### config.mk
export PLATFORM = sky130hd
export DESIGN_NAME = vga_timing_gen
export DESIGN_NICKNAME = d
export VERILOG_FILES = /design/src/rtl/vga_timing_gen.sv
export SDC_FILE = /design/constraint.sdc
export NUM_CORES = 1
export LEC_CHECK = 0
export BUFFER_PORTS_ARGS = -buffer_cell sky130_fd_sc_hd__buf_2
export CELL_PAD_IN_SITES_DETAIL_PLACEMENT = 1
export CELL_PAD_IN_SITES_GLOBAL_PLACEMENT = 1
export CORE_MARGIN = 4
export CORE_UTILIZATION = 45
export CTS_BUF_LIST = sky130_fd_sc_hd__clkbuf_8
export DETAILED_ROUTE_END_ITERATION = 7
export GPL_ROUTABILITY_DRIVEN = 1
export HOLD_SLACK_MARGIN = 0.08
export PLACE_DENSITY_LB_ADDON = 0.1
export SLEW_MARGIN = 20
export SYNTH_ARGS = -nofsm -noshare
export SYNTH_HDL_FRONTEND = slang
export SYNTH_SLANG_ARGS = --single-unit
### constraint.sdc
create_clock -name clk -period 3.78 [get_ports clk]
set_input_delay 0.567 -clock clk [delete_from_list [all_inputs] [get_ports clk]]
set_output_delay 0.567 -clock clk [all_outputs]
set_load 0.02 [all_outputs]
### src/rtl/vga_timing_gen.sv
// vga_timing_gen: 640x480@60 raster timing from the 50 MHz system clock.
// Produces x/y pixel coordinates, active-low hsync/vsync, blank_n, the DAC
// pixel clock and per-pixel / per-frame strobes. Every output is registered.
// Optional feature macro: VGA_SYNC_DELAY_EN adds a SYNC_DELAY-stage pipeline,
// advanced on pix_tick, to hsync/vsync/blank_n so they line up with the
// downstream renderer's RGB latency. x/y/frame_start are never delayed.
module vga_timing_gen #(
  parameter int HRES       = 640,
  parameter int VRES       = 480,
  parameter int H_FP       = 16,
  parameter int H_SYNC     = 96,
  parameter int H_BP       = 48,
  parameter int V_FP       = 10,
  parameter int V_SYNC     = 2,
  parameter int V_BP       = 33,
  parameter int CLK_DIV    = 2,
  parameter int SYNC_DELAY = 2
) (
  input  logic       clk,
  input  logic       rst,
  output logic [9:0] x,
  output logic [9:0] y,
  output logic       hsync,
  output logic       vsync,
  output logic       blank_n,
  output logic       sync_n,
  output logic       vga_clk,
  output logic       pix_tick,
  output logic       frame_start
);

  localparam int HTOT  = HRES + H_FP + H_SYNC + H_BP;
  localparam int VTOT  = VRES + V_FP + V_SYNC + V_BP;
  localparam int DIV_W = $clog2(CLK_DIV);

  localparam logic [DIV_W-1:0] DIV_MAX  = DIV_W'(CLK_DIV - 1);
  localparam logic [DIV_W-1:0] DIV_HALF = DIV_W'(CLK_DIV / 2);
  localparam logic [9:0] X_MAX = 10'(HTOT - 1);
  localparam logic [9:0] Y_MAX = 10'(VTOT - 1);
  localparam logic [9:0] X_ACT = 10'(HRES);
  localparam logic [9:0] Y_ACT = 10'(VRES);
  localparam logic [9:0] H_SS  = 10'(HRES + H_FP);
  localparam logic [9:0] H_SE  = 10'(HRES + H_FP + H_SYNC);
  localparam logic [9:0] V_SS  = 10'(VRES + V_FP);
  localparam logic [9:0] V_SE  = 10'(VRES + V_FP + V_SYNC);

  // Reject configurations the 10-bit counters or the divider cannot honour.
  generate
    if (CLK_DIV < 2 || (CLK_DIV % 2) != 0) begin : g_bad_div
      $error("vga_timing_gen: CLK_DIV must be even and >= 2");
    end
    if (HTOT > 1024 || VTOT > 1024) begin : g_bad_tot
      $error("vga_timing_gen: HTOT and VTOT must be <= 1024");
    end
    if (SYNC_DELAY < 1) begin : g_bad_dly
      $error("vga_timing_gen: SYNC_DELAY must be >= 1");
    end
  endgenerate

  logic [DIV_W-1:0] div_q, div_d;
  logic [9:0]       x_q, x_d, y_q, y_d;
  logic             tick_q, tick_d;
  logic             vclk_q, vclk_d;
  logic             fs_q, fs_d;
  logic             hs_q, hs_d, vs_q, vs_d, bn_q, bn_d;

  // Next-state: divider phase, raster position and syncs derived from the next position.
  always_comb begin
    div_d  = (div_q == DIV_MAX) ? '0 : div_q + 1'b1;
    tick_d = (div_d == DIV_MAX);
    vclk_d = (div_d >= DIV_HALF);
    x_d    = x_q;
    y_d    = y_q;
    fs_d   = 1'b0;
    if (tick_q) begin
      if (x_q == X_MAX) begin
        x_d = '0;
        if (y_q == Y_MAX) begin
          y_d  = '0;
          fs_d = 1'b1;
        end else begin
          y_d = y_q + 10'd1;
        end
      end else begin
        x_d = x_q + 10'd1;
      end
    end
    hs_d = !((x_d >= H_SS) && (x_d < H_SE));
    vs_d = !((y_d >= V_SS) && (y_d < V_SE));
    bn_d = (x_d < X_ACT) && (y_d < Y_ACT);
  end

  // State registers; syncs only move with the coordinates they describe.
  always_ff @(posedge clk or posedge rst) begin
    if (rst) begin
      div_q  <= '0;
      x_q    <= '0;
      y_q    <= '0;
      tick_q <= 1'b0;
      vclk_q <= 1'b0;
      fs_q   <= 1'b0;
      hs_q   <= 1'b1;
      vs_q   <= 1'b1;
      bn_q   <= 1'b0;
    end else begin
      div_q  <= div_d;
      x_q    <= x_d;
      y_q    <= y_d;
      tick_q <= tick_d;
      vclk_q <= vclk_d;
      fs_q   <= fs_d;
      if (tick_q) begin
        hs_q <= hs_d;
        vs_q <= vs_d;
        bn_q <= bn_d;
      end
    end
  end

`ifdef VGA_SYNC_DELAY_EN
  logic [SYNC_DELAY-1:0] hs_dly_q, vs_dly_q, bn_dly_q;

  // Per-pixel shift of the aligned syncs; reset fills with inactive levels.
  always_ff @(posedge clk or posedge rst) begin
    if (rst) begin
      hs_dly_q <= '1;
      vs_dly_q <= '1;
      bn_dly_q <= '0;
    end else if (tick_q) begin
      hs_dly_q[0] <= hs_q;
      vs_dly_q[0] <= vs_q;
      bn_dly_q[0] <= bn_q;
      for (int i = 1; i < SYNC_DELAY; i++) begin
        hs_dly_q[i] <= hs_dly_q[i-1];
        vs_dly_q[i] <= vs_dly_q[i-1];
        bn_dly_q[i] <= bn_dly_q[i-1];
      end
    end
  end

  assign hsync   = hs_dly_q[SYNC_DELAY-1];
  assign vsync   = vs_dly_q[SYNC_DELAY-1];
  assign blank_n = bn_dly_q[SYNC_DELAY-1];
`else
  assign hsync   = hs_q;
  assign vsync   = vs_q;
  assign blank_n = bn_q;
`endif

  assign x           = x_q;
  assign y           = y_q;
  assign sync_n      = 1'b0;
  assign vga_clk     = vclk_q;
  assign pix_tick    = tick_q;
  assign frame_start = fs_q;

endmodule

# After elaboration in Yosys (flattened, before gate mapping)
# Cells that the tools add are included.
# word_totals
reg_bits	26
latchBits	0
mem_bits_rw	0
rom_bits	0
output_inout_bits	27
memories	0
# op_classes
n_addsub	3
multipliers	0
n_div	0
order_cmp	7
eq_ne	2
n_shift	0
mux	9
bitwise	0
reduce_logical	5
# op_table
op	count
10-bit 2-to-1 mux	5
10-bit by 1-bit adder with 10-bit output (second input constant)	2
10-bit equality test (second input constant)	2
10-bit less-than comparator (second input constant)	2
10-bit by 9-bit less-than comparator with 1-bit output (second input constant)	2
10-bit greater-or-equal comparator (second input constant)	1
10-bit by 9-bit greater-or-equal comparator with 1-bit output (second input constant)	1
1-bit 2-to-1 mux	4
1-bit logical AND	3
1-bit logical NOT	2
1-bit adder (second input constant)	1
1-bit greater-or-equal comparator (second input constant)	1

# Longest topological paths before layout
# Gate-level depths: netlist of the first run.
# logic_depth
word_depth	7
depth_mapped	9

# Worst setup path after synthesis of the first run
# OpenSTA, ideal clock, no wires.
# synth_path
path_type	register to register
start	register x_q[0] (netlist: x[0])
end	register bn_q (netlist: blank_n)
arrival_ns	2.235
t_required_ns	3.679
setup_slack_ns	1.444
stages_incl_launch_ff	9
n_path_buf	1
synth_period_minus_slack_ns	2.336
path_cell_list	dfrtp_1 ha_1 nand3_1 or4_4 buf_6 nor3_4 xor2_2 and4_1 o32ai_1
# synth_via
elab_chain_cells	5
word_cells_on_any_way	9
# synth_rtl
item	line	source
from (decl)	61	logic [9:0] x_q, x_d, y_q, y_d;
from (signal assigned)	97	x_q <= '0;
from (signal assigned)	107	x_q <= x_d;
10-bit equality test	76	if (x_q == X_MAX) begin
10-bit 2-to-1 mux	76	
10-bit 2-to-1 mux	75	if (tick_q) begin
named net y_d[6]	61	
10-bit by 9-bit less-than comparator with 1-bit output	90	bn_d = (x_d < X_ACT) && (y_d < Y_ACT);
1-bit logical AND	90	
to (signal assigned)	115	bn_q <= bn_d;
to (decl)	65	logic hs_q, hs_d, vs_q, vs_d, bn_q, bn_d;
# The timed path passes the listed nets, and every way through them passes these cells.
# A chain may end at the register's enable or synchronous reset.

# Final worst setup path of the first run
# layout_path
start	register tick_q (netlist: pix_tick)
end	register bn_q (netlist: blank_n)
# layout_via
elab_chain_cells	3
word_cells_on_any_way	5
# layout_rtl
item	line	source
from (decl)	62	logic tick_q, tick_d;
from (signal assigned)	109	tick_q <= tick_d;
10-bit 2-to-1 mux	75	
named net y_d[5]	61	
10-bit by 9-bit less-than comparator with 1-bit output	90	
1-bit logical AND	90	
# The timed path passes the listed nets, and every way through them passes these cells.

==> qor.yml, run 1 <==
placement:
  dp_cells: 188
  port_buffers: 27
  dp_hpwl_mm: 2.56
  gp_congestion: 0.818
  dpl_cell_area_mm2: 0.00147
power_and_ir_drop:
  power_leakage_nw: 0.731
  irDropWorstVdd_v: 0.000233
  p_per_area_mw_per_mm2: 284
  totalPowerFinal_mw: 0.430
clock_tree:
  postCtsSetupRepairBufs: 0
  clk_latency_ps: 270
  numClockSinks: 25
  clockRootBuffer: "clkbuf_8"
  cts_resized: 0
  cts_made_buffers: 3
  hold_buffers: 0
  h-tree-depth: 1
  cts_tree: "yes"
  cts.clk_slew.worst_paths_ps: 90
  max-clock-path-buffers: 2
floorplanning:
  die_x_um: 62.3
  core-area_mm2: 0.00278
  die-area_mm2: 0.00388
  start_util: 0.477
  ioPinCount: 29
  rows: 19
  die_h_um: 62.3
detailed_routing:
  first_iter_violations: 34
  dr.pass1.iters: 4
  vias: 1128
  drcViolationCount: 0
  routed_wl_mm: 3.34
  ant_nets: 0
  wl_per_cell_um: 17.4
  viasPerCell: 5.88
final_layout:
  final_cell_mix: "27 x buf_2, 23 x dfrtp_1, 11 x inv_1, 11 x nand3_1, 11 x nand2_1"
  area_growth_pct: 14.1
  design_area_mm2: 0.00152
  antenna_cells: 0
  drive_gt1_frac: 0.242
  nFillCells: 337
  fin_cells: 192
  fin_nets: 167
  final_common_cell: "buf_2"
setup_path:
  cp_max_fo: 15
  path_class: "reg -> reg"
  worstSetupStartpoint: "pix_tick"
  required_ps: 3950
  end_kind: "register"
  rr_worst_depth: 6
  cp-start-kind: "register"
  r2r_end: "blank_n"
  r2r-start: "pix_tick"
  cp_data_arrival_time_ps: 2760
  worstSetupEndpoint: "blank_n"
  regToRegSetupSlack_ps: 1190
logic_synthesis:
  syn_avg_cell_area_um2: 9.83
  syn_inst: 135
  ys_warn_count: 0
  ys_types: 41
  syn_nets: 140
  ys_ff_latch: 25
  syn-cell-area_mm2: 0.00133
  ys_seq_area_frac: 0.473
global_routing:
  grt_use_total: 0.177
  overflow: 0
  grt_max_degree: 26
  grt_pass1_vias: 1195
  grt_first_pass_wirelength_mm: 5.58
  antenna_found_initial: 0
run:
  max_cap_viol_count: 0
status:
  outcome: "finished clean"
sta:
  setup-tns-final_ps: 0
  setup_violations: 0
  final-hold-violation-count: 0
  rsz0062_at_grt: "false"
  fin_crit_ps: 2590
  slew_headroom: 0.366
  fin_crit_sh: 0.684
  drv_slew: 0
  fmax_mhz: 387
  finClkSkew_ps: 2.27
  worstMarginPinSlew_ps: 950
min_path:
  hp-class: "in -> async"
## per-layer routing
metal	GRT usage	vias to the layer above	share of wire
met1	0.198	559	0.41
met4	0.0769	0	0.025
met3	0.0270	8	0.043
met2	0.325	29	0.53
li1	-	532	-
met5	0	-	0
## worst min path at each step
stage          slack, ps  cells after the start  start  endpoint
3_5_place_dp         500                      2  hsync     hsync
4_1_cts              510                      2  hsync     hsync
5_1_grt              520                      2  hsync     hsync
6_report             500                      2    rst      x[0]
2_1_floorplan        520                      2  hsync     hsync
3_3_place_gp         500                      2  hsync     hsync
## critical path, stage by stage, from the launching register on
cell	delay, ps
dfrtp_1	640
nand3_1	260
nor4_2	780
nand2_1	140
xnor2_1	180
and4_1	220
o32ai_1	260
## metrics by stage
step / setup slack, ps / hold WS (ps) / utilization
3_5_place_dp: 1230 / 499 / 0.529
4_1_cts: 1190 / 505 / 0.545
5_1_grt: 962 / 522 / 0.545
2_1_floorplan: 1440 / 516 / -
6_report: 1190 / 500 / 0.545
3_3_place_gp: 1270 / 497 / 0.529
## sequential cells by signal, summed over array words and instances, names as in the netlist
register and count:
hsync 1, frame_start 1, vsync 1, blank_n 1
pix_tick 1, x 10, y 10
## kinds of logic (layout without fill, tap and decap cells)
group | after synthesis | after routing | synth area share
flip-flops | 25 | 25 | 0.473
XOR/XNOR | 10 | 10 | 0.0716
buffers and inverters | 16 | 42 | 0.0575
AO/OA/AOI/OAI | 17 | 17 | 0.0924
AND/OR/NAND/NOR | 62 | 62 | 0.266
multiplexers | 1 | 1 | 0.00848
other | 1 | 1 | 0.00282
adder cells (fa/ha/maj) | 3 | 3 | 0.0283
## cells in the mapped netlist, drive strengths merged
library cell  number  share of area
dfstp              2          0.040
o21ai              4          0.015
nand3b             2          0.011
nor3b              2          0.011
conb               1         0.0028
nor2b              1         0.0047
nand2             11          0.031
and4               1         0.0066
a41oi              2          0.019
a21oi              2         0.0075
nand3             11          0.041
o2bb2ai            1         0.0066
xor2               5          0.039
and3               1         0.0047
or3b               1         0.0066
a21o               2          0.011
nand4              7          0.033
xnor2              5          0.033
o32ai              1         0.0066
nor3               5          0.027
buf                5          0.026
nor2               9          0.025
o211ai             3          0.017
o22ai              1         0.0047
clkbuf             1         0.0028
mux2               1         0.0085
or3                3          0.014
inv               10          0.028
nor4               5          0.028
or4                3          0.020
a31oi              1         0.0047
dfrtp             23           0.43
ha                 3          0.028
## report_power, final
group / internal, mW / switching, mW / leakage [nW]
Clock: 0.0727 / 0.0835 / 0.0269
Sequential: 0.267 / 0 / 0.323
Combinational: 0.000413 / 0.00604 / 0.381
Total: 0.340 / 0.0895 / 0.731
## area by class of cell
type                       count  area, µm²  area share
clock inverter                 1       3.75     0.00248
multi-input combinational     94        623       0.411
sequential                    25        628       0.415
timing repair buffer          28        143      0.0941
clock buffer                   3       41.3      0.0273
tap                           31       38.8      0.0256
inverter                      10       37.5      0.0248
No activity file was read; power rests on OpenSTA's default activity.
==> run 2: changes to the inputs <==
Settings changed: CORE_UTILIZATION 45 to 38.
Clock period 3.78 ns to 2.1 ns, I/O delays scaled along.
==> qor.yml, run 2 (synthesis results as in run 1) <==
final_layout:
  area_growth_pct: 41.3
  fin_util: 0.558  # +0.0129
  fin_nets: 201  # +20%
  final_common_cell: "buf_4"
  drive_gt1_frac: 0.441  # +0.199
  final_cell_mix: "33 x buf_4, 27 x buf_2, 19 x dfrtp_1"
  antenna_cells: 0  # unchanged
  nFillCells: 416  # +23%
detailed_routing:
  viasPerCell: 5.10  # -13%
  wl_per_cell_um: 15.6  # -10%
  drcViolationCount: 0  # unchanged
  first_iter_violations: 40  # +18%
  ant_nets: 0  # unchanged
  vias: 1228  # +8.9%
  routed_wl_mm: 3.77  # +13%
  dr.pass1.iters: 4  # unchanged
sta:
  holdWs_ps: 69.6  # -431 ps
  finClkSkew_ps: 9.84  # +7.56 ps
  drv_slew: 0  # unchanged
  setup-tns-final_ps: 0  # unchanged
  layout_setup_ws_ps: 31.9  # -1160 ps
  fmax_mhz: 484  # +25%
  final-hold-violation-count: 0  # unchanged
  rsz0062_at_grt: "true"
  setup_violations: 0  # unchanged
  fin_crit_sh: 0.985  # +0.301
  fin_crit_ps: 2070  # -518 ps
power_and_ir_drop:
  totalPowerFinal_mw: 0.794  # +85%
  power_leakage_nw: 0.905  # +24%
  irDropWorstVdd_v: 0.000235  # +0.77%
  p_per_area_mw_per_mm2: 423  # +49%
floorplanning:
  ioPinCount: 29  # unchanged
  core-area_mm2: 0.00336  # +21%
  die-area_mm2: 0.00450  # +16%
  rows: 21  # +2
  die_x_um: 67.1  # +7.7%
  start_util: 0.395  # -0.0826
  die_h_um: 67.1  # +7.7%
setup_path:
  crit_top_cell: "a21o_1"
  cp-start-kind: "register"
  regToRegSetupSlack_ps: 30  # -1160 ps
  path_class: "reg -> reg"
  path_cells: "or3_4 > or4_4 > a21o_1 > a21o_1 > nor3b_1 > a41oi_2"
  cp_slowest_cell: "or4_4"
  cp_data_arrival_time_ps: 2270  # -490 ps
  critPathMaxStageDelay_ps: 470  # -310 ps
  required_ps: 2300  # -1650 ps
  end_kind: "register"
  cp_max_fo: 4  # -11
global_routing:
  antenna_found_initial: 0  # unchanged
  grt_use_total: 0.189  # +0.0124
  grt_pass1_vias: 1264  # +5.8%
  grt_max_degree: 26  # unchanged
  overflow: 0  # unchanged
  grt_first_pass_wirelength_mm: 6.32  # +13%
clock_tree:
  clk_latency_ps: 280  # about the same
  cts_made_buffers: 3  # unchanged
  h-tree-depth: 1  # unchanged
  cts_tree: "yes"
  max-clock-path-buffers: 2  # unchanged
  cts.clk_slew.worst_paths_ps: 100  # about the same
  clockRootBuffer: "clkbuf_8"
  numClockSinks: 25  # unchanged
placement:
  dp_hpwl_mm: 2.91  # +14%
  gp_congestion: 0.797  # -2.6%
  dp_slack_ps: -3.21  # -1230 ps
  port_buffers: 27  # unchanged
run:
  max_cap_viol_count: 0  # unchanged
status:
  outcome: "finished clean"
min_path:
  hp-class: "in -> async"
[run 2: cell types whose count changed in the layout (fill, tap and decap cells not counted), sizes merged]
cell and delta:
inv -1, clkinv +1, buf +34
[run 2: repair_timing]
| item | 4_1_cts | 5_1_grt |
|---|---|---|
| gates cloned | 0 | 0 |
| setup buffers | 0 | 6 |
| endpoints found under the setup margin | 2 | 3 |
| gates resized for setup | 5 | 5 |
| pin swaps | 0 | 2 |
| hold buffers | 0 | 0 |
[run 2: metrics by stage]
step	cells	instance area, µm²
2_1_floorplan	135	1350
4_1_cts	235	1790
3_5_place_dp	231	1720
3_3_place_gp	231	1720
5_1_grt	241	1880
6_report	241	1880
[run 2: power by group]
part	total [mW]	internal (mW)	switching, mW
Combinational	0.0134	0.00203	0.0113
Clock	0.299	0.133	0.166
Sequential	0.481	0.481	0
[run 2: per-layer routing]
metal	GRT usage	part of all wire	vias up
met5	0	0	-
met4	0.0835	0.020	0
met3	0.0287	0.029	7
met2	0.329	0.53	24
met1	0.229	0.43	600
li1	-	-	597
[run 2: critical path: cells and delay by family, from the launching register on]
family | cells | cell delay [ps]
flip-flops | 1 | 410
AND/OR/NAND/NOR | 3 | 1020
AO/OA/AOI/OAI | 3 | 550
[run 2: layout make-up]
cell class	instances	area (µm²)	area share
Clock buffer	3	41.3	0.0220
Multi-Input combinational cell	94	687	0.366
Clock inverter	1	5.00	0.00267
Timing Repair Buffer	62	414	0.221
Inverter	10	37.5	0.0200
Tap cell	46	57.6	0.0307
Sequential cell	25	633	0.338
[run 2: path summary, 6_finish.rpt]
path | from | endpoint | cells past startpoint
setup / recovery | x[5] | vsync | 6
hold / removal | rst | x[4] | 3
max in group asynchronous | rst | vsync | 3
setup reg to reg | x[5] | vsync | 6
hold reg to reg | hsync | hsync | 2
min in group clk | hsync | hsync | 2
